**src/rtl/sobel_grad_sq.sv**
```systemverilog
// Streaming 3x3 Sobel front end: two line buffers, window, |Gx|/|Gy|, scaled squares, saturated sum.
// Define SOBEL_ROUND_EN for round-half-up magnitude scaling; truncation otherwise.
module sobel_grad_sq #(
    parameter int IMG_W = 64,
    parameter int IMG_H = 64
) (
    input  logic        clk,
    input  logic        rst,
    input  logic [7:0]  in_pix,
    input  logic        in_valid,
    output logic        in_ready,
    output logic [15:0] out_R,
    output logic        out_valid,
    input  logic        out_ready,
    output logic        out_last
);

    localparam int CW = (IMG_W > 1) ? $clog2(IMG_W) : 1;
    localparam int RW = (IMG_H > 1) ? $clog2(IMG_H) : 1;

    logic en, accept;
    logic at_last_col, at_last_row;

    logic [CW-1:0] col_q, col_d;
    logic [RW-1:0] row_q, row_d;
    logic [7:0]    lb0_q [IMG_W];
    logic [7:0]    lb1_q [IMG_W];

    logic [2:0][2:0][7:0] win_q, win_d;
    logic v0_q, v0_d, last0_q, last0_d;

    logic [9:0] gx_pos, gx_neg, gy_pos, gy_neg;
    logic [9:0] gxa_q, gxa_d, gya_q, gya_d;
    logic v1_q, v1_d, last1_q, last1_d;

    logic [7:0]  gx_s, gy_s;
    logic [15:0] gx_sq, gy_sq;
    logic [16:0] sum_s;
    logic [15:0] r_q, r_d;
    logic ov_q, ov_d, ol_q, ol_d;

    // One global enable: the whole pipeline freezes only when a held result is refused.
    assign en        = !ov_q || out_ready;
    assign in_ready  = en;
    assign accept    = in_valid && en;
    assign out_R     = r_q;
    assign out_valid = ov_q;
    assign out_last  = ol_q;

    assign at_last_col = (col_q == CW'(IMG_W - 1));
    assign at_last_row = (row_q == RW'(IMG_H - 1));

    always_comb begin
        col_d   = col_q;
        row_d   = row_q;
        win_d   = win_q;
        v0_d    = v0_q;
        last0_d = last0_q;
        if (en) begin
            v0_d    = accept && (row_q >= RW'(2)) && (col_q >= CW'(2));
            last0_d = accept && at_last_col && at_last_row;
        end
        if (accept) begin
            for (int r = 0; r < 3; r++) begin
                win_d[r][0] = win_q[r][1];
                win_d[r][1] = win_q[r][2];
            end
            win_d[0][2] = lb1_q[col_q];
            win_d[1][2] = lb0_q[col_q];
            win_d[2][2] = in_pix;
            if (at_last_col) begin
                col_d = '0;
                row_d = at_last_row ? '0 : row_q + RW'(1);
            end else begin
                col_d = col_q + CW'(1);
            end
        end
    end

    // Magnitudes are formed as |pos - neg| so no signed arithmetic is needed.
    always_comb begin
        gx_pos = 10'(win_q[0][2]) + {1'b0, win_q[1][2], 1'b0} + 10'(win_q[2][2]);
        gx_neg = 10'(win_q[0][0]) + {1'b0, win_q[1][0], 1'b0} + 10'(win_q[2][0]);
        gy_pos = 10'(win_q[2][0]) + {1'b0, win_q[2][1], 1'b0} + 10'(win_q[2][2]);
        gy_neg = 10'(win_q[0][0]) + {1'b0, win_q[0][1], 1'b0} + 10'(win_q[0][2]);
        gxa_d   = gxa_q;
        gya_d   = gya_q;
        v1_d    = v1_q;
        last1_d = last1_q;
        if (en) begin
            v1_d    = v0_q;
            last1_d = last0_q;
            gxa_d   = (gx_pos >= gx_neg) ? gx_pos - gx_neg : gx_neg - gx_pos;
            gya_d   = (gy_pos >= gy_neg) ? gy_pos - gy_neg : gy_neg - gy_pos;
        end
    end

    always_comb begin
`ifdef SOBEL_ROUND_EN
        gx_s = 8'((gxa_q + 10'd2) >> 2);
        gy_s = 8'((gya_q + 10'd2) >> 2);
`else
        gx_s = 8'(gxa_q >> 2);
        gy_s = 8'(gya_q >> 2);
`endif
        gx_sq = 16'(gx_s) * 16'(gx_s);
        gy_sq = 16'(gy_s) * 16'(gy_s);
        sum_s = 17'(gx_sq) + 17'(gy_sq);
        r_d   = r_q;
        ov_d  = ov_q;
        ol_d  = ol_q;
        if (en) begin
            ov_d = v1_q;
            ol_d = v1_q && last1_q;
            if (v1_q) begin
                r_d = sum_s[16] ? 16'hFFFF : sum_s[15:0];
            end
        end
    end

    // Line buffer contents are never reset; interior windows only read rows of the current frame.
    always_ff @(posedge clk) begin
        if (accept) begin
            lb1_q[col_q] <= lb0_q[col_q];
            lb0_q[col_q] <= in_pix;
        end
    end

    always_ff @(posedge clk) begin
        if (rst) begin
            col_q   <= '0;
            row_q   <= '0;
            win_q   <= '0;
            v0_q    <= 1'b0;
            last0_q <= 1'b0;
            gxa_q   <= '0;
            gya_q   <= '0;
            v1_q    <= 1'b0;
            last1_q <= 1'b0;
            r_q     <= '0;
            ov_q    <= 1'b0;
            ol_q    <= 1'b0;
        end else begin
            col_q   <= col_d;
            row_q   <= row_d;
            win_q   <= win_d;
            v0_q    <= v0_d;
            last0_q <= last0_d;
            gxa_q   <= gxa_d;
            gya_q   <= gya_d;
            v1_q    <= v1_d;
            last1_q <= last1_d;
            r_q     <= r_d;
            ov_q    <= ov_d;
            ol_q    <= ol_d;
        end
    end

endmodule
```
**config.mk**
```make
export PLATFORM = sky130hd
export DESIGN_NAME = sobel_grad_sq
export DESIGN_NICKNAME = d
export VERILOG_FILES = /design/src/rtl/sobel_grad_sq.sv
export SDC_FILE = /design/constraint.sdc
export NUM_CORES = 2
export LEC_CHECK = 0
export CORE_ASPECT_RATIO = 0.6
export CORE_UTILIZATION = 50
export CTS_CLUSTER_DIAMETER = 40
export DETAILED_ROUTE_END_ITERATION = 7
export PLACE_DENSITY = 0.77
export SLEW_MARGIN = 40
export SYNTH_ARGS = -nofsm -noshare
export SYNTH_HDL_FRONTEND = slang
export SYNTH_SLANG_ARGS = --single-unit
```
**constraint.sdc**
```tcl
create_clock -name clk -period 7.3 [get_ports clk]
set_input_delay 1.46 -clock clk [delete_from_list [all_inputs] [get_ports clk]]
set_output_delay 1.46 -clock clk [all_outputs]
set_load 0.05 [all_outputs]
```
Yosys cells after proc, flatten, opt, wreduce, memory -nomap -nowiden:

Memories as Yosys holds them, arrays and structs flattened. A register that Yosys moved wholly into a read port is not among the register bits.
Cells that the tools add are included.
Widths: inputs -> output; s select.

* flip-flop bits (word level): 118
* memories kept: 2
* memory bits (writable): 1024
* latch bits: 0
* bits in read-only memories: 0
* output and inout bits: 19

* shift operators: 0
* $mul: 2
* $add $sub $neg: 15
* div/mod/pow operators: 0
* muxes and demuxes: 9
* $lt $le $gt $ge: 4
* equality and inequality tests: 2
* bitwise operators: 0
* reduce and logical (&&, ||, !) cells: 10

Memory list
* lb0_q: words 64, width 8, rd ports 1, clocked after memory_dff 1, wr ports 1, line 26 `logic [7:0] lb0_q [IMG_W];`
* lb1_q: words 64, width 8, rd ports 1, clocked after memory_dff 1, wr ports 1, line 27 `logic [7:0] lb1_q [IMG_W];`

Operators by type and width (number)
* $add 10x8->10: 4
* $add 8x9->10: 4
* $sub 10x10->10: 4
* $mul 8x8->16: 2
* $mux 6: 4
* $ge 10x10->1: 2
* $mux 10: 2
* $add 16x16->17: 1
* $mux 16: 1
* $add 6x1->6 const B: 2
* $eq 6x6->1 const B: 2
* $ge 6x2->1 const B: 2
* $logic_and 1x1->1: 6
* $reduce_and 2->1: 2
* $mux 1: 2
* $logic_not 1->1: 1
* $logic_or 1x1->1: 1

Logic depth before layout (Yosys ltp):

* depth in word-level cells: 5
* mapped depth: 22

Least setup slack after synthesis:

No wires, ideal clock.

* path type: reg-to-reg
* start point: register gxa_q[4]
* end point: register r_q[10] (netlist: out_R[10])
* slack: 1.668 ns
* library setup time: 0.150 ns
* stages on the path, launching flop included: 22
* data arrival time: 5.482 ns
* buffers on the path: 2
* path through: dfxtp_1 -> clkbuf_1 -> and2_1 -> fa_1 -> inv_1 -> fa_1 -> fa_1 -> inv_1 -> fa_1 -> fa_1 -> inv_1 -> fa_1 -> inv_1 -> ha_1 -> a21o_1 -> a21o_1 -> a2111o_1 -> o221a_2 -> nor2_4 -> xnor2_2 -> buf_6 -> a311oi_2

* cells in the longest elaborated chain, start to end: 3

RTL lines
* from (decl): line 33 `logic [9:0] gxa_q, gxa_d, gya_q, gya_d;`
* from (signal assigned): line 149 `gxa_q <= gxa_d;`
* $mul 8x8->16: line 106 `gx_sq = 16'(gx_s) * 16'(gx_s);`
* $add 16x16->17: line 108 `sum_s = 17'(gx_sq) + 17'(gy_sq);`
* $mux 16: line 116 `r_d = sum_s[16] ? 16'hFFFF : sum_s[15:0];`
* to (signal assigned): line 153 `r_q <= r_d;`
* to (decl): line 39 `logic [15:0] r_q, r_d;`

No other way between the ends.
A chain may end at the register's enable or synchronous reset.

Worst setup path after layout:

* start point: register gxa_q[6]
* end point: register r_q[8] (netlist: out_R[8])

Same word-level chain as after synthesis.

==> results.md <==
- CP max-delay cell: dfxtp_1
- Post-DP HPWL: 74.7 mm
- Nets: 3,335
- CP Capture Type: register
- Final period util: 0.835
- CP Class: reg -> reg
- CTS tree: yes
- CP Launch Type: register
- Adder-Cell Fraction of Synth Area: 0.0758
- Gr usage total: 0.236
- Worst Setup Slack, final: 1.21 ns
- CP delay by family, top: adder cells
- Hold Fails Final Rpt: 0
- Proportion of synthesized area in mux cells: 0.134
- Total core area: 99,000 um2
- Leakage power: 18.8 nW
- Row cnt: 89
- Synth Area in Compound Gates: 0.0471
- Cell count after synthesis: 2,993
- Avg WL per Cell: 26.6 um
- Initial antenna violation count: 3
- Avg Cell Area, Syn: 16.8 um2
- Via count: 27.4k
- Congestion Overflow GR: 0
- Fin crit period: 6.09 ns
- First DRT Iteration DRCs: 3,857
- Area growth, synth to finish: 11.3%
- # diodes: 0
- Post-synthesis sequential area ratio: 0.662
- Worst path cell trace: nand2_1, fa_1, fa_1, inv_1, fa_1, fa_1, fa_1, fa_1, ha_1, o21ai_0, o21ai_0, and4_1, o221a_2, nor2_4, xnor2_4, a311oi_1
- Vias per std cell: 6.10
- RSZ-0062 raised after global routing: no
- Fin Setup TNS: 0 ns
- Status: completed
- Synth unique cells: 67
- Final setup violation count: 0
- CTS H-tree lvls: 3
- Main combinational cell family by area after synthesis: multiplexers
- Worst IR Drop VDD: 0.000626 V
- Placed cell area: 52,500 um2
- FMAX: 164 MHz
- Power Total: 17.0 mW
- Post-Route Skew: 0.0586 ns
- IO buf count: 30
- Clk_lat worst skew: 0.73 ns
- Crit path max fanout: 16
- Dpl ws: 1.07 ns
- Post-Route WL: 120 mm
- First-pass GRT wire length: 176 mm
- Max_cap viols: 0
- Power Density: 303 nW/um2
- Flops & latches, synth: 1,152
- # IOs: 31
- Critical Path Max Stage Delay: 0.62 ns
- Mapped cell area: 50,300 um2
- EDFF count, synth: 1,024
- Pin count of the biggest net entering global routing: 77
- Post_cts resized: 0
- Synth Warn #: 0
- Hold Buf Count CTS: 0
- DIE WIDTH: 412 um
- Antenna viol nets, final: 0
- Global placement routability congestion: 0.889
- Net Count, Synth: 3,245
- Die Span Y: 248 um
- Cell mode on critical path: fa_1
- Max-slew violations: 0
- Detailed Routing Iterations Pass 1: 6
- Utilization after layout: 0.566
- Clock sink total: 1,152
- CTS Buf Count: 101
- Simple logic cell fraction of the synthesized area: 0.0454
- Bufs on Longest Clock Path: 3
- Final instance area: 56,000 um2
- Worst hold path class: reg -> reg
- Share of cells above drive strength 1: 0.181
- CP arrival: 6.61 ns
- Post-Layout Cell Count: 4,488
- CTS clk-pin slew, worst paths: 0.06 ns
- Worst slew pin tran: 0.852 ns
- Die Area: 102,000 um2
- Asr flop ratio synth: 0
- Post-CTS setup repair buffer count: 0
- # DRC: 0
- Data required, critical path: 7.82 ns
- Worst path bufs/invs: 1
- Vias in the first global route: 26.8k
- Slew HR: 0.432
- CTS Root Cell: clkbuf_16
- Post-synth top flop: edfxtp_1
- Starting density of the core: 0.508
- Synth Area in XOR/XNOR: 0.0108
- Placed Cells: 4,292
- Worst hold slack: 0.434 ns
-- registers in the layout (all words and copies together) (netlist names), named ones only --
register / count
last0_q: 1
lb0_q: 512
lb1_q: 512
v0_q: 1
out_valid: 1
gya_q: 8
win_q: 72
v1_q: 1
gxa_q: 8
out_R: 16
out_last: 1
col_q: 6
last1_q: 1
row_q: 6
-- kinds of logic (layout without fill, tap and decap cells) --
kind of cell             Yosys count  count (layout)
buffers and inverters            297             473
AO/OA/AOI/OAI                    363             363
flip-flops                      1152            1152
multiplexers                     370             370
AND/OR/NAND/NOR                  510             510
adder cells (fa/ha/maj)          240             240
XOR/XNOR                          61              61
-- cell type report --
type	instances	area [um2]
Timing Repair Buffer	139	1190
Clock inverter	73	741
Tap cell	1319	1650
Multi-Input combinational cell	1544	15900
Fill cell	7323	43000
Sequential cell	1152	33300
Inverter	145	544
Clock buffer	116	2610
-- cells in the mapped netlist, types with 13 or more instances --
library cell	instances	share of area
nor2_1	154	0.011
mux4_2	244	0.11
dfxtp_1	128	0.051
clkbuf_1	85	0.0063
nand2b_1	16	0.0020
xor2_1	29	0.0050
nor2b_1	16	0.0020
a211oi_1	33	0.0049
a221oi_1	13	0.0023
buf_4	18	0.0027
o22ai_1	43	0.0053
inv_1	145	0.011
edfxtp_1	1024	0.61
nand3_1	26	0.0026
and2_1	41	0.0051
a21o_1	19	0.0028
a22oi_1	15	0.0022
buf_2	34	0.0034
a31oi_1	15	0.0019
a21oi_1	124	0.012
o21ai_0	41	0.0041
mux2i_1	125	0.025
nand2_1	201	0.015
ha_1	132	0.033
fa_1	108	0.043
xnor2_1	31	0.0054
-- worst paths after layout --
| check | from | slack [ns] | cells after the start | end |
|---|---|---|---|---|
| min reg2reg | v0_q | 0.43 | 2 | v1_q |
| min | v0_q | 0.43 | 2 | v1_q |
| max | gxa_q[6] | 1.21 | 16 | out_R[8] |
| max reg2reg | gxa_q[6] | 1.21 | 16 | out_R[8] |
-- where the power goes --
part | total, mW | internal [mW] | switching (mW)
clock | 5.42 | 2.91 | 2.51
sequential | 7.50 | 7.33 | 0.168
combinational | 4.06 | 1.73 | 2.33
-- routing by layer --
| metal | share of wire | wire length, um | track usage | vias to the layer above |
|---|---|---|---|---|
| met5 | 0.00022 | 26 | 0 | - |
| met4 | 0.016 | 1910 | 0.0491 | 4 |
| met3 | 0.14 | 16400 | 0.0792 | 155 |
| met2 | 0.42 | 50100 | 0.325 | 1570 |
| met1 | 0.43 | 51100 | 0.364 | 14000 |
| li1 | - | - | - | 11700 |
-- tightest hold or removal path: stages (launching register included) --
cell and delay (ns):
dfxtp_1 0.31, nand2_1 0.05, a21oi_1 0.05
-- cells in the final DEF, fill, tap and decap left out, types with 8 or more instances in the layout --
master / Yosys / layout
a211oi_1: 33 / 33
a21o_1: 19 / 19
a21oi_1: 124 / 124
a221oi_1: 13 / 13
a22oi_1: 15 / 15
a31oi_1: 15 / 9
and2_1: 41 / 39
buf_4: 18 / 99
bufinv_16: 0 / 8
clkbuf_1: 85 / 12
clkbuf_16: 0 / 101
clkdlybuf4s50_1: 0 / 21
clkinv_1: 0 / 18
clkinv_2: 0 / 19
dfxtp_1: 128 / 121
edfxtp_1: 1024 / 1024
fa_1: 108 / 108
ha_1: 132 / 132
inv_1: 145 / 145
mux2i_1: 125 / 125
mux4_2: 244 / 244
nand2_1: 201 / 200
nand2b_1: 16 / 16
nand3_1: 26 / 25
nor2_1: 154 / 149
nor2b_1: 16 / 13
nor3_1: 11 / 11
nor4_1: 11 / 11
o21a_1: 9 / 9
o21ai_0: 41 / 40
o21bai_1: 11 / 11
o22ai_1: 43 / 41
xnor2_1: 31 / 31
xor2_1: 29 / 29
Power figures use the tool's default switching activity.
